## src/rtl/icache_if.sv

```systemverilog
// IFU / tag-array / data-array / AXI-read bundle for the I-cache controller.
// The slave modport is the controller's view; master is the surrounding environment.
interface icache_if #(
  parameter int TAG_LEN = 23,
  parameter int IDX_LEN = 5
);
  logic               ifu_req_valid_i;
  logic               ifu_req_ready_o;
  logic [31:0]        ifu_addr_i;
  logic               ifu_rsp_valid_o;
  logic [31:0]        ifu_rdata_o;
  logic               fence_i_i;
  logic [TAG_LEN-1:0] tag_o;
  logic [IDX_LEN-1:0] index_o;
  logic               tag_write_o;
  logic               tag_hit_i;
  logic [127:0]       data_line_i;
  logic               data_we_o;
  logic [1:0]         data_beat_o;
  logic [31:0]        data_wdata_o;
  logic               mem_arvalid_o;
  logic               mem_arready_i;
  logic [31:0]        mem_araddr_o;
  logic [7:0]         mem_arlen_o;
  logic               mem_rvalid_i;
  logic               mem_rready_o;
  logic [31:0]        mem_rdata_i;
  logic               mem_rlast_i;

  modport slave (
    input  ifu_req_valid_i, ifu_addr_i, fence_i_i, tag_hit_i, data_line_i,
           mem_arready_i, mem_rvalid_i, mem_rdata_i, mem_rlast_i,
    output ifu_req_ready_o, ifu_rsp_valid_o, ifu_rdata_o, tag_o, index_o,
           tag_write_o, data_we_o, data_beat_o, data_wdata_o,
           mem_arvalid_o, mem_araddr_o, mem_arlen_o, mem_rready_o
  );

  modport master (
    output ifu_req_valid_i, ifu_addr_i, fence_i_i, tag_hit_i, data_line_i,
           mem_arready_i, mem_rvalid_i, mem_rdata_i, mem_rlast_i,
    input  ifu_req_ready_o, ifu_rsp_valid_o, ifu_rdata_o, tag_o, index_o,
           tag_write_o, data_we_o, data_beat_o, data_wdata_o,
           mem_arvalid_o, mem_araddr_o, mem_arlen_o, mem_rready_o
  );
endinterface

```

## src/rtl/icache_ctrl.sv

```systemverilog
// Direct-mapped I-cache miss/hit controller: owns the per-line valid bits,
// looks up the tag array, answers hits from the data array and refills a
// 16-byte line with a 4-beat AXI INCR burst on a miss. fence.i clears all lines.
module icache_ctrl #(
  parameter int TAG_LEN = 23,
  parameter int IDX_LEN = 5,
  parameter int OFF_LEN = 4
) (
  input  logic clk,
  input  logic rst,
  icache_if.slave bus
);
  localparam int LINES = 1 << IDX_LEN;

  typedef enum logic [1:0] {IDLE, LOOKUP, MISS_AR, MISS_R} state_t;

  state_t             state_q, state_d;
  logic [31:2]        addr_q, addr_d;
  logic [LINES-1:0]   valid_q, valid_d;
  logic [1:0]         cnt_q, cnt_d;
  logic               fence_pend_q, fence_pend_d;

  logic [IDX_LEN-1:0] idx;
  logic [OFF_LEN-3:0] off;
  logic               hit;
  logic               ready, rsp_valid, data_we, tag_write, arvalid, rready;
  logic [31:0]        rdata, wdata;
  logic               unused_addr_bits;

  // Fetches are word aligned, so the byte-select bits are dropped on latch.
  assign unused_addr_bits = ^bus.ifu_addr_i[1:0];

  assign idx = addr_q[OFF_LEN +: IDX_LEN];
  assign off = addr_q[OFF_LEN-1:2];
  // The tag array carries no valid bit; a stale tag match must not count as a hit.
  assign hit = bus.tag_hit_i & valid_q[idx];

  assign bus.tag_o           = addr_q[31 -: TAG_LEN];
  assign bus.index_o         = idx;
  assign bus.mem_araddr_o    = {addr_q[31:OFF_LEN], {OFF_LEN{1'b0}}};
  assign bus.mem_arlen_o     = 8'd3;
  assign bus.data_beat_o     = cnt_q;
  assign bus.ifu_req_ready_o = ready;
  assign bus.ifu_rsp_valid_o = rsp_valid;
  assign bus.ifu_rdata_o     = rdata;
  assign bus.data_we_o       = data_we;
  assign bus.data_wdata_o    = wdata;
  assign bus.tag_write_o     = tag_write;
  assign bus.mem_arvalid_o   = arvalid;
  assign bus.mem_rready_o    = rready;

  // Next-state and output decode for the lookup / refill sequence.
  always_comb begin
    state_d      = state_q;
    addr_d       = addr_q;
    valid_d      = valid_q;
    cnt_d        = cnt_q;
    fence_pend_d = fence_pend_q;
    ready        = 1'b0;
    rsp_valid    = 1'b0;
    rdata        = '0;
    data_we      = 1'b0;
    wdata        = '0;
    tag_write    = 1'b0;
    arvalid      = 1'b0;
    rready       = 1'b0;

    // A fence seen mid-request is deferred so the in-flight fetch completes.
    if (state_q != IDLE && bus.fence_i_i) fence_pend_d = 1'b1;

    unique case (state_q)
      IDLE: begin
        if (bus.fence_i_i || fence_pend_q) begin
          valid_d      = '0;
          fence_pend_d = 1'b0;
        end else begin
          ready = 1'b1;
          if (bus.ifu_req_valid_i) begin
            addr_d  = bus.ifu_addr_i[31:2];
            state_d = LOOKUP;
          end
        end
      end
      LOOKUP: begin
        if (hit) begin
          rsp_valid = 1'b1;
          rdata     = bus.data_line_i[{off, 5'd0} +: 32];
          state_d   = IDLE;
        end else begin
          state_d = MISS_AR;
        end
      end
      MISS_AR: begin
        arvalid = 1'b1;
        if (bus.mem_arready_i) begin
          cnt_d   = 2'd0;
          state_d = MISS_R;
        end
      end
      MISS_R: begin
        rready = 1'b1;
        if (bus.mem_rvalid_i) begin
          data_we = 1'b1;
          wdata   = bus.mem_rdata_i;
          cnt_d   = cnt_q + 2'd1;
          // rlast closes the line even if fewer beats arrived than expected.
          if (bus.mem_rlast_i) begin
            tag_write    = 1'b1;
            valid_d[idx] = 1'b1;
            state_d      = LOOKUP;
          end
        end
      end
      default: state_d = IDLE;
    endcase
  end

  // State and bookkeeping registers; reset abandons any burst in flight.
  always_ff @(posedge clk) begin
    if (rst) begin
      state_q      <= IDLE;
      addr_q       <= '0;
      valid_q      <= '0;
      cnt_q        <= '0;
      fence_pend_q <= 1'b0;
    end else begin
      state_q      <= state_d;
      addr_q       <= addr_d;
      valid_q      <= valid_d;
      cnt_q        <= cnt_d;
      fence_pend_q <= fence_pend_d;
    end
  end
endmodule

```

## src/flat_wrapper.sv

```systemverilog
// flat-port wrapper written by rule: the top's interface ports become plain ports
module icache_ctrl_flat 
#(
  parameter int TAG_LEN = 23,
  parameter int IDX_LEN = 5,
  parameter int OFF_LEN = 4
)
  (clk, rst, bus_ifu_req_valid_i, bus_ifu_addr_i, bus_fence_i_i, bus_tag_hit_i, bus_data_line_i, bus_mem_arready_i, bus_mem_rvalid_i, bus_mem_rdata_i, bus_mem_rlast_i, bus_ifu_req_ready_o, bus_ifu_rsp_valid_o, bus_ifu_rdata_o, bus_tag_o, bus_index_o, bus_tag_write_o, bus_data_we_o, bus_data_beat_o, bus_data_wdata_o, bus_mem_arvalid_o, bus_mem_araddr_o, bus_mem_arlen_o, bus_mem_rready_o);
  icache_if #(.TAG_LEN(TAG_LEN), .IDX_LEN(IDX_LEN)) bus_i ();
  input  logic clk;
  input  logic rst;
  input wire logic [$bits(bus_i.ifu_req_valid_i)-1:0] bus_ifu_req_valid_i;
  input wire logic [$bits(bus_i.ifu_addr_i)-1:0] bus_ifu_addr_i;
  input wire logic [$bits(bus_i.fence_i_i)-1:0] bus_fence_i_i;
  input wire logic [$bits(bus_i.tag_hit_i)-1:0] bus_tag_hit_i;
  input wire logic [$bits(bus_i.data_line_i)-1:0] bus_data_line_i;
  input wire logic [$bits(bus_i.mem_arready_i)-1:0] bus_mem_arready_i;
  input wire logic [$bits(bus_i.mem_rvalid_i)-1:0] bus_mem_rvalid_i;
  input wire logic [$bits(bus_i.mem_rdata_i)-1:0] bus_mem_rdata_i;
  input wire logic [$bits(bus_i.mem_rlast_i)-1:0] bus_mem_rlast_i;
  output wire logic [$bits(bus_i.ifu_req_ready_o)-1:0] bus_ifu_req_ready_o;
  output wire logic [$bits(bus_i.ifu_rsp_valid_o)-1:0] bus_ifu_rsp_valid_o;
  output wire logic [$bits(bus_i.ifu_rdata_o)-1:0] bus_ifu_rdata_o;
  output wire logic [$bits(bus_i.tag_o)-1:0] bus_tag_o;
  output wire logic [$bits(bus_i.index_o)-1:0] bus_index_o;
  output wire logic [$bits(bus_i.tag_write_o)-1:0] bus_tag_write_o;
  output wire logic [$bits(bus_i.data_we_o)-1:0] bus_data_we_o;
  output wire logic [$bits(bus_i.data_beat_o)-1:0] bus_data_beat_o;
  output wire logic [$bits(bus_i.data_wdata_o)-1:0] bus_data_wdata_o;
  output wire logic [$bits(bus_i.mem_arvalid_o)-1:0] bus_mem_arvalid_o;
  output wire logic [$bits(bus_i.mem_araddr_o)-1:0] bus_mem_araddr_o;
  output wire logic [$bits(bus_i.mem_arlen_o)-1:0] bus_mem_arlen_o;
  output wire logic [$bits(bus_i.mem_rready_o)-1:0] bus_mem_rready_o;
  assign bus_i.ifu_req_valid_i = bus_ifu_req_valid_i;
  assign bus_i.ifu_addr_i = bus_ifu_addr_i;
  assign bus_i.fence_i_i = bus_fence_i_i;
  assign bus_i.tag_hit_i = bus_tag_hit_i;
  assign bus_i.data_line_i = bus_data_line_i;
  assign bus_i.mem_arready_i = bus_mem_arready_i;
  assign bus_i.mem_rvalid_i = bus_mem_rvalid_i;
  assign bus_i.mem_rdata_i = bus_mem_rdata_i;
  assign bus_i.mem_rlast_i = bus_mem_rlast_i;
  assign bus_ifu_req_ready_o = bus_i.ifu_req_ready_o;
  assign bus_ifu_rsp_valid_o = bus_i.ifu_rsp_valid_o;
  assign bus_ifu_rdata_o = bus_i.ifu_rdata_o;
  assign bus_tag_o = bus_i.tag_o;
  assign bus_index_o = bus_i.index_o;
  assign bus_tag_write_o = bus_i.tag_write_o;
  assign bus_data_we_o = bus_i.data_we_o;
  assign bus_data_beat_o = bus_i.data_beat_o;
  assign bus_data_wdata_o = bus_i.data_wdata_o;
  assign bus_mem_arvalid_o = bus_i.mem_arvalid_o;
  assign bus_mem_araddr_o = bus_i.mem_araddr_o;
  assign bus_mem_arlen_o = bus_i.mem_arlen_o;
  assign bus_mem_rready_o = bus_i.mem_rready_o;
  icache_ctrl #(.TAG_LEN(TAG_LEN), .IDX_LEN(IDX_LEN), .OFF_LEN(OFF_LEN)) u_core (.clk(clk), .rst(rst), .bus(bus_i));
endmodule
```

## config.mk

```make
export PLATFORM = sky130hd
export DESIGN_NAME = icache_ctrl_flat
export DESIGN_NICKNAME = d
export VERILOG_FILES = /design/src/rtl/icache_if.sv /design/src/rtl/icache_ctrl.sv /design/src/flat_wrapper.sv
export SDC_FILE = /design/constraint.sdc
export NUM_CORES = 1
export LEC_CHECK = 0
export ABC_CLOCK_PERIOD_IN_PS = 2400
export CORE_MARGIN = 4
export CORE_UTILIZATION = 24
export DETAILED_ROUTE_END_ITERATION = 16
export PLACE_DENSITY = 0.6
export SLEW_MARGIN = 20
export SYNTH_ARGS = -nofsm -noshare
export SYNTH_HDL_FRONTEND = slang
export SYNTH_SLANG_ARGS = --single-unit
```

## constraint.sdc

```tcl
create_clock -name clk -period 2.4 [get_ports clk]
set_input_delay 0.36 -clock clk [delete_from_list [all_inputs] [get_ports clk]]
set_output_delay 0.36 -clock clk [all_outputs]
set_load 0.05 [all_outputs]
```

After elaboration in Yosys (flattened, before gate mapping)

Cells that the tools add are included.

Magnitude comparators: 2
Eq/ne operators: 9
Shift-type cells: 1
Reductions and logical operators: 11
Multiplexer cells: 36
Add/subtract/negate cells: 1
Bitwise logic cells: 3

Operator list:

| kind                                                        | number |
|---|---|
| two-way mux 32 bit                                          | 7 |
| variable part select 128 x 8 -> 32 bit                      | 1 |
| case mux 32 bit (2 select lines)                            | 1 |
| OR 32 bit                                                   | 1 |
| two-way mux 1 bit                                           | 16 |
| two-way mux 2 bit                                           | 8 |
| inequality test 2 bit (second input constant)               | 5 |
| case mux 2 bit (4 select lines)                             | 1 |
| less-than comparator 5 x 6 -> 1 bit (second input constant) | 1 |
| AND reduction 3 bit                                         | 2 |
| nonzero test 2 bit                                          | 3 |
| binary-select mux 1 bit (select 5 bit)                      | 1 |
| demux 1 bit (select 5 bit)                                  | 1 |
| >= comparator 5 x 1 -> 1 bit (second input constant)        | 1 |
| AND reduction 5 bit                                         | 1 |
| equality test 2 bit (second input constant)                 | 2 |
| case mux 2 bit (2 select lines)                             | 1 |
| AND reduction 4 bit                                         | 1 |
| adder 2 x 1 -> 2 bit (second input constant)                | 1 |
| equality test 2 x 1 -> 1 bit (second input constant)        | 1 |
| logical AND 1 bit                                           | 2 |
| logical NOT 2 bit                                           | 1 |
| inequality test 2 x 1 -> 1 bit (second input constant)      | 1 |
| AND 1 bit                                                   | 1 |
| other kinds (2)                                             | 2 |

Logic and storage cells: 68
Register bits: 67

Logic depth before layout (Yosys ltp)

Depth in word-level cells: 8
Mapped depth: 8
Mapped depth without buffers: 7

Least setup slack after synthesis

Ideal clock, no wire load.

Path type: register -> output
Start: reg u_core.addr_q[8] (netlist name)
End: out bus_ifu_rdata_o[22]
Setup slack: -0.129 ns
Required time: 2.040 ns
Cell stages (with the launch flop): 8
Data arrival time: 2.169 ns
Path through: dfxtp_1 > buf_6 > or3b_1 > o221ai_1 > o21ai_1 > a41o_4 > buf_6 > nor2b_1

Word-level cells in the longest chain between the ends: 5

Ends and longest elaborated chain:

| element                                 | line               | RTL |
|---|---|---|
| from (decl)                             | icache_ctrl.sv:18  | `logic [31:2] addr_q, addr_d;` |
| from (signal assigned)                  | icache_ctrl.sv:128 | `addr_q <= addr_d;` |
| binary-select mux 1 bit (select 5 bit)  | icache_ctrl.sv:36  | `assign hit = bus.tag_hit_i & valid_q[idx];` |
| two-way mux 1 bit (implied by the code) | icache_ctrl.sv:36  |  |
| AND 1 bit                               | icache_ctrl.sv:36  |  |
| two-way mux 32 bit                      | icache_ctrl.sv:85  | `if (hit) begin` |
| two-way mux 32 bit                      | icache_ctrl.sv:71  | `unique case (state_q)` |
| to (decl)                               | flat_wrapper.sv:23 | `output wire logic [$bits(bus_i.ifu_rdata_o)-1:0] bus_ifu_rdata_o;` |

Every way passes these cells. The select of a mux whose other input is x is not followed.

Worst setup path in the final report

Start: reg u_core.addr_q[4] (netlist name)
End: out bus_ifu_rdata_o[19]

Same word-level chain as after synthesis.

==> report_table.html <==
<table>
<tr><th>Metric</th><th>Value</th></tr>
<tr><th colspan="2">STA</th></tr>
<tr><td>Final worst-path setup slack</td><td>-0.284 ns</td></tr>
<tr><td>Number of hold-slack violations in the final timing report</td><td>0</td></tr>
<tr><td>Setup repair after global routing missed its margin</td><td>yes</td></tr>
<tr><td>Final count of negative-setup-slack endpoints</td><td>33</td></tr>
<tr><td>Time the final worst path needs with I/O delays and setup</td><td>about 2.7 ns</td></tr>
<tr><td>Period utilization</td><td>1.12</td></tr>
<tr><td>Worst slew margin relative to its limit</td><td>0.605</td></tr>
<tr><td>Fmax</td><td>373 MHz</td></tr>
<tr><td>Worst slew pin tran</td><td>between 0.5 and 0.6 ns</td></tr>
<tr><td>Worst clock skew</td><td>about 0.0039 ns</td></tr>
<tr><td>Final-report max-slew violation count</td><td>0</td></tr>
<tr><th colspan="2">Floorplanning</th></tr>
<tr><td>Number of rows created at floorplan</td><td>51</td></tr>
<tr><td>Die X-Extent</td><td>148 um</td></tr>
<tr><td>Die height</td><td>between 100 and 150 um</td></tr>
<tr><td># IOs</td><td>340</td></tr>
<tr><td>Die footprint</td><td>approximately 22,000 um2</td></tr>
<tr><td>Standard cell core area</td><td>a little under 20,000 um2</td></tr>
<tr><td>Initial Utilization</td><td>0.243</td></tr>
<tr><th colspan="2">Critical path</th></tr>
<tr><td>CP max stage cell</td><td>sky130_fd_sc_hd__dfxtp_4</td></tr>
<tr><td>Worst R2R End</td><td>u_core.state_q[1]</td></tr>
<tr><td>Reg-to-reg slack, setup</td><td>approximately 0.11 ns</td></tr>
<tr><td>Type of the worst setup path</td><td>register to output port</td></tr>
<tr><td>Critical Path End Type</td><td>output port</td></tr>
<tr><td>Stage delay of the slowest cell on the critical path</td><td>0.36 ns</td></tr>
<tr><td>Endpoint required time on the critical path</td><td>between 2 and 2.5 ns</td></tr>
<tr><td>Startpoint kind of the worst setup timing path</td><td>register</td></tr>
<tr><td>Buffers &amp; Inverters on Critical Path</td><td>3</td></tr>
<tr><td>Startpoint of the worst-slack reg-to-reg timing path</td><td>u_core.addr_q[4]</td></tr>
<tr><td>Most prevalent standard cell on the critical path</td><td>sky130_fd_sc_hd__buf_6</td></tr>
<tr><td>Cells traversed along the worst timing path</td><td>buf_6, or2_4, o32ai_4, o21ai_2, a41o_4, clkbuf_16, nor2b_4, buf_6</td></tr>
<tr><td>Worst Reg-to-Reg Cells</td><td>13</td></tr>
<tr><td>Largest fanout on the critical path</td><td>8</td></tr>
<tr><td>CP arrival</td><td>2.32 ns</td></tr>
<tr><td>Cell class contributing the biggest share of worst-path delay</td><td>compound AO/OA/AOI/OAI gates</td></tr>
<tr><th colspan="2">Global route</th></tr>
<tr><td>Antenna violations before repair</td><td>3</td></tr>
<tr><td>Total congestion overflow</td><td>0</td></tr>
<tr><td>Overall fraction of global-route tracks in use</td><td>0.173</td></tr>
<tr><td>Via count of the first global-routing pass</td><td>4,701</td></tr>
<tr><td>Largest net degree at the start of global routing</td><td>39</td></tr>
<tr><td>Global-route wire length before repair</td><td>just under 30,000 um</td></tr>
<tr><th colspan="2">Clock tree</th></tr>
<tr><td>Maximum buffer depth of the clock tree</td><td>2</td></tr>
<tr><td>Clock root cell</td><td>sky130_fd_sc_hd__clkbuf_16</td></tr>
<tr><td>CTS hold repair buffers</td><td>0</td></tr>
<tr><td>CTS tree</td><td>built</td></tr>
<tr><td>H-tree lvl count</td><td>3</td></tr>
<tr><td>Clock-pin slew on the worst setup and hold paths</td><td>roughly 0.06 ns</td></tr>
<tr><td>Source-to-sink clock delay at the later pin of the worst-skew pair</td><td>about 0.32 ns</td></tr>
<tr><td>Number of buffers created by CTS</td><td>9</td></tr>
<tr><td>Clock tree sinks</td><td>67</td></tr>
<tr><th colspan="2">Routing</th></tr>
<tr><td>Total met2 wirelength after detailed routing</td><td>approximately 11,000 um</td></tr>
<tr><td>Per-cell via count in the routed design</td><td>around 4.4</td></tr>
<tr><td>Wirelength, routed</td><td>a little over 20,000 um</td></tr>
<tr><td>Antenna Violating Nets Remaining</td><td>0</td></tr>
<tr><td>Total via count in the routed design</td><td>4,817</td></tr>
<tr><td>Met1 wire length</td><td>7310 um</td></tr>
<tr><td>Length of routed met3 wiring</td><td>~1600 um</td></tr>
<tr><td>Uppermost signal routing layer after detailed routing</td><td>met4</td></tr>
<tr><td>WL per Instance</td><td>~19 um</td></tr>
<tr><td>Initial detailed-routing violation count</td><td>about 310</td></tr>
<tr><td>DRC Markers</td><td>0</td></tr>
<tr><td>DR pass1 iterations</td><td>4</td></tr>
<tr><th colspan="2">Final layout</th></tr>
<tr><td>Fillers</td><td>roughly 1,900</td></tr>
<tr><td>Post-layout util</td><td>0.473</td></tr>
<tr><td>Number of nets in the finished design</td><td>a little over 1,000</td></tr>
<tr><td>Layout Area Growth over Synthesis</td><td>94.5%</td></tr>
<tr><td>Most frequent standard cell in the layout excluding fill and tap cells</td><td>sky130_fd_sc_hd__clkdlybuf4s50_1</td></tr>
<tr><td>Combined area of the multi-input logic cells</td><td>~2900 um2</td></tr>
<tr><td>Commonest non-fill, non-tap cells in the layout</td><td>sky130_fd_sc_hd__clkdlybuf4s50_1, sky130_fd_sc_hd__nand2_1, sky130_fd_sc_hd__dfxtp_1</td></tr>
<tr><td>Share of cells above drive strength 1</td><td>0.280</td></tr>
<tr><td>FF/Latch Area</td><td>1350 um2</td></tr>
<tr><th colspan="2">Worst hold path</th></tr>
<tr><td>Hold WC Path Type</td><td>register to register</td></tr>
<tr><td>Count of cells along the worst hold path</td><td>2</td></tr>
<tr><td>Worst Hold Path EP</td><td>u_core.valid_q[7]</td></tr>
<tr><td>Hold path start</td><td>u_core.valid_q[7]</td></tr>
<tr><th colspan="2">Power and ir drop</th></tr>
<tr><td>Total net switching power</td><td>2.15 mW</td></tr>
<tr><td>Peak supply drop</td><td>373 uV</td></tr>
<tr><td>Portion of total power attributed to the clock network</td><td>0.282</td></tr>
<tr><td>Sw frac</td><td>0.371</td></tr>
<tr><td>Fraction of power consumed by combinational cells</td><td>0.492</td></tr>
<tr><td>Power Dens Cells</td><td>approximately 630 nW/um2</td></tr>
<tr><td>Internal Pwr Total</td><td>approximately 3.6 mW</td></tr>
<tr><td>Leakage power of the design</td><td>3.50 nW</td></tr>
<tr><td>Register share of total power</td><td>0.226</td></tr>
<tr><th colspan="2">Place</th></tr>
<tr><td>Total half-perimeter wirelength after legalization and detailed placement</td><td>between 15,000 and 20,000 um</td></tr>
<tr><td>Buffers on Ports</td><td>about 330</td></tr>
<tr><td>Routability-driven placement congestion ratio</td><td>between 0.8 and 0.9</td></tr>
<tr><td>DP Worst Slack</td><td>between 0.02 and 0.03 ns</td></tr>
<tr><th colspan="2">Synth</th></tr>
<tr><td>Synthesized cell area</td><td>4730 um2</td></tr>
<tr><td>Post-synth EDFFs</td><td>0</td></tr>
<tr><td>Syn_area_per_cell</td><td>~9 um2</td></tr>
<tr><td>Count of different cell masters after synthesis</td><td>46</td></tr>
<tr><td>Top_reg_cell synth</td><td>sky130_fd_sc_hd__dfxtp_1</td></tr>
<tr><td>Gate Count Post-Synth</td><td>528</td></tr>
<tr><td>Count of state elements after synthesis</td><td>67</td></tr>
<tr><td>Count of yosys warnings during synthesis</td><td>0</td></tr>
<tr><td>Share of synthesized flip-flops with an asynchronous set or reset</td><td>0</td></tr>
<tr><td>Register area share after synthesis</td><td>0.283</td></tr>
<tr><th colspan="2">Flow run</th></tr>
<tr><td>Max Cap Viol</td><td>0</td></tr>
<tr><th colspan="2">Run status</th></tr>
<tr><td>Run status</td><td>complete, but fails checks</td></tr>
<tr><td>Violated checks</td><td>setup timing</td></tr>
</table>
-- cell families after synthesis --
logic type                 count (synthesis)  synth area share
adders and majority gates                  5            0.0132
muxes                                     50             0.190
other                                      2           0.00159
buffers and inverters                    117             0.156
DFF                                       67             0.283
and+or+nand+nor                          202             0.246
AOI/OAI and AO/OA                         85             0.110
-- worst reg2reg max path, delay by kind of cell (launching register included) --
family | cells | cell delay (ns)
AOI/OAI and AO/OA | 3 | 0.40
buffers and inverters | 8 | 1.01
DFF | 1 | 0.36
and+or+nand+nor | 2 | 0.40
-- registers in the layout (all words and copies together) (netlist names) --
signal	cells
u_core.bus.data_beat_o	2
u_core.valid_q	32
u_core.fence_pend_q	1
u_core.addr_q	30
u_core.state_q	2
-- power by group through the flow --
stage	Sequential, mW	Clock (mW)	Combinational (mW)
after floorplan	1.30	0	1.76
after global placement	1.32	0	2.66
after detailed placement	1.32	0	2.67
after CTS	1.30	1.68	2.82
after global routing	1.32	1.75	3.00
final	1.31	1.63	2.85
-- cell usage after synthesis, types with 3 or more instances --
master / count / area, um2
sky130_fd_sc_hd__nor3_1: 6 / 30.0
sky130_fd_sc_hd__mux4_2: 32 / 721
sky130_fd_sc_hd__o22ai_1: 4 / 25.0
sky130_fd_sc_hd__inv_1: 6 / 22.5
sky130_fd_sc_hd__nor2b_1: 13 / 81.3
sky130_fd_sc_hd__nand2_1: 67 / 251
sky130_fd_sc_hd__nor2b_4: 20 / 275
sky130_fd_sc_hd__buf_6: 5 / 56.3
sky130_fd_sc_hd__buf_2: 6 / 30.0
sky130_fd_sc_hd__and2_1: 3 / 18.8
sky130_fd_sc_hd__clkbuf_1: 30 / 113
sky130_fd_sc_hd__nor2_1: 41 / 154
sky130_fd_sc_hd__buf_4: 68 / 510
sky130_fd_sc_hd__dfxtp_1: 67 / 1340
sky130_fd_sc_hd__ha_1: 5 / 62.6
sky130_fd_sc_hd__mux2i_1: 18 / 180
sky130_fd_sc_hd__and3_1: 35 / 219
sky130_fd_sc_hd__a21oi_1: 62 / 310
-- worst max path at each step --
| stage | from | end | depth (start not counted) |
|---|---|---|---|
| 6_report | u_core.addr_q[4] | bus_ifu_rdata_o[19] | 8 |
| 5_1_grt | u_core.addr_q[4] | bus_ifu_rdata_o[21] | 8 |
| 4_1_cts | u_core.addr_q[5] | bus_ifu_rdata_o[5] | 8 |
| 3_5_place_dp | u_core.addr_q[4] | bus_ifu_rdata_o[28] | 8 |
| 3_3_place_gp | u_core.addr_q[4] | bus_ifu_rdata_o[20] | 8 |
| 2_1_floorplan | u_core.addr_q[8] | bus_ifu_rdata_o[22] | 7 |
-- metal layers --
metal / vias up / GRT usage
met5: - / 0
met4: 0 / 0.0693
met3: 37 / 0.0512
met2: 189 / 0.315
met1: 2265 / 0.187
li1: 2326 / -
-- layout make-up --
type	count	share of cell area
Tap cell	265	0.0360
Inverter	7	0.00313
Multi-Input combinational cell	354	0.314
Clock buffer	10	0.0249
Timing Repair Buffer	374	0.460
Clock inverter	6	0.0148
Sequential cell	67	0.147
Antenna cell	3	0.000815
-- timing repair --
action | CTS | global route
setup buffers | 17 | 3
cloned | 3 | 1
resized for setup | 75 | 24
pin swaps | 0 | 8
setup endpoints to repair | 33 | 33
-- per-stage QoR --
step                      TNS (ns)  cells  cell area, um2  hold slack [ns]  power, mW
after floorplan              -1.17    538            4770            0.436       3.06
after global placement           0   1044            8210            0.447       3.98
after detailed placement         0   1044            8210            0.454       3.99
after CTS                    -7.57   1080            9050            0.470       5.80
after global routing        -10.40   1086            9210            0.489       6.07
final                        -8.26   1086            9210            0.467       5.79
(Power assumes the default switching activity.)
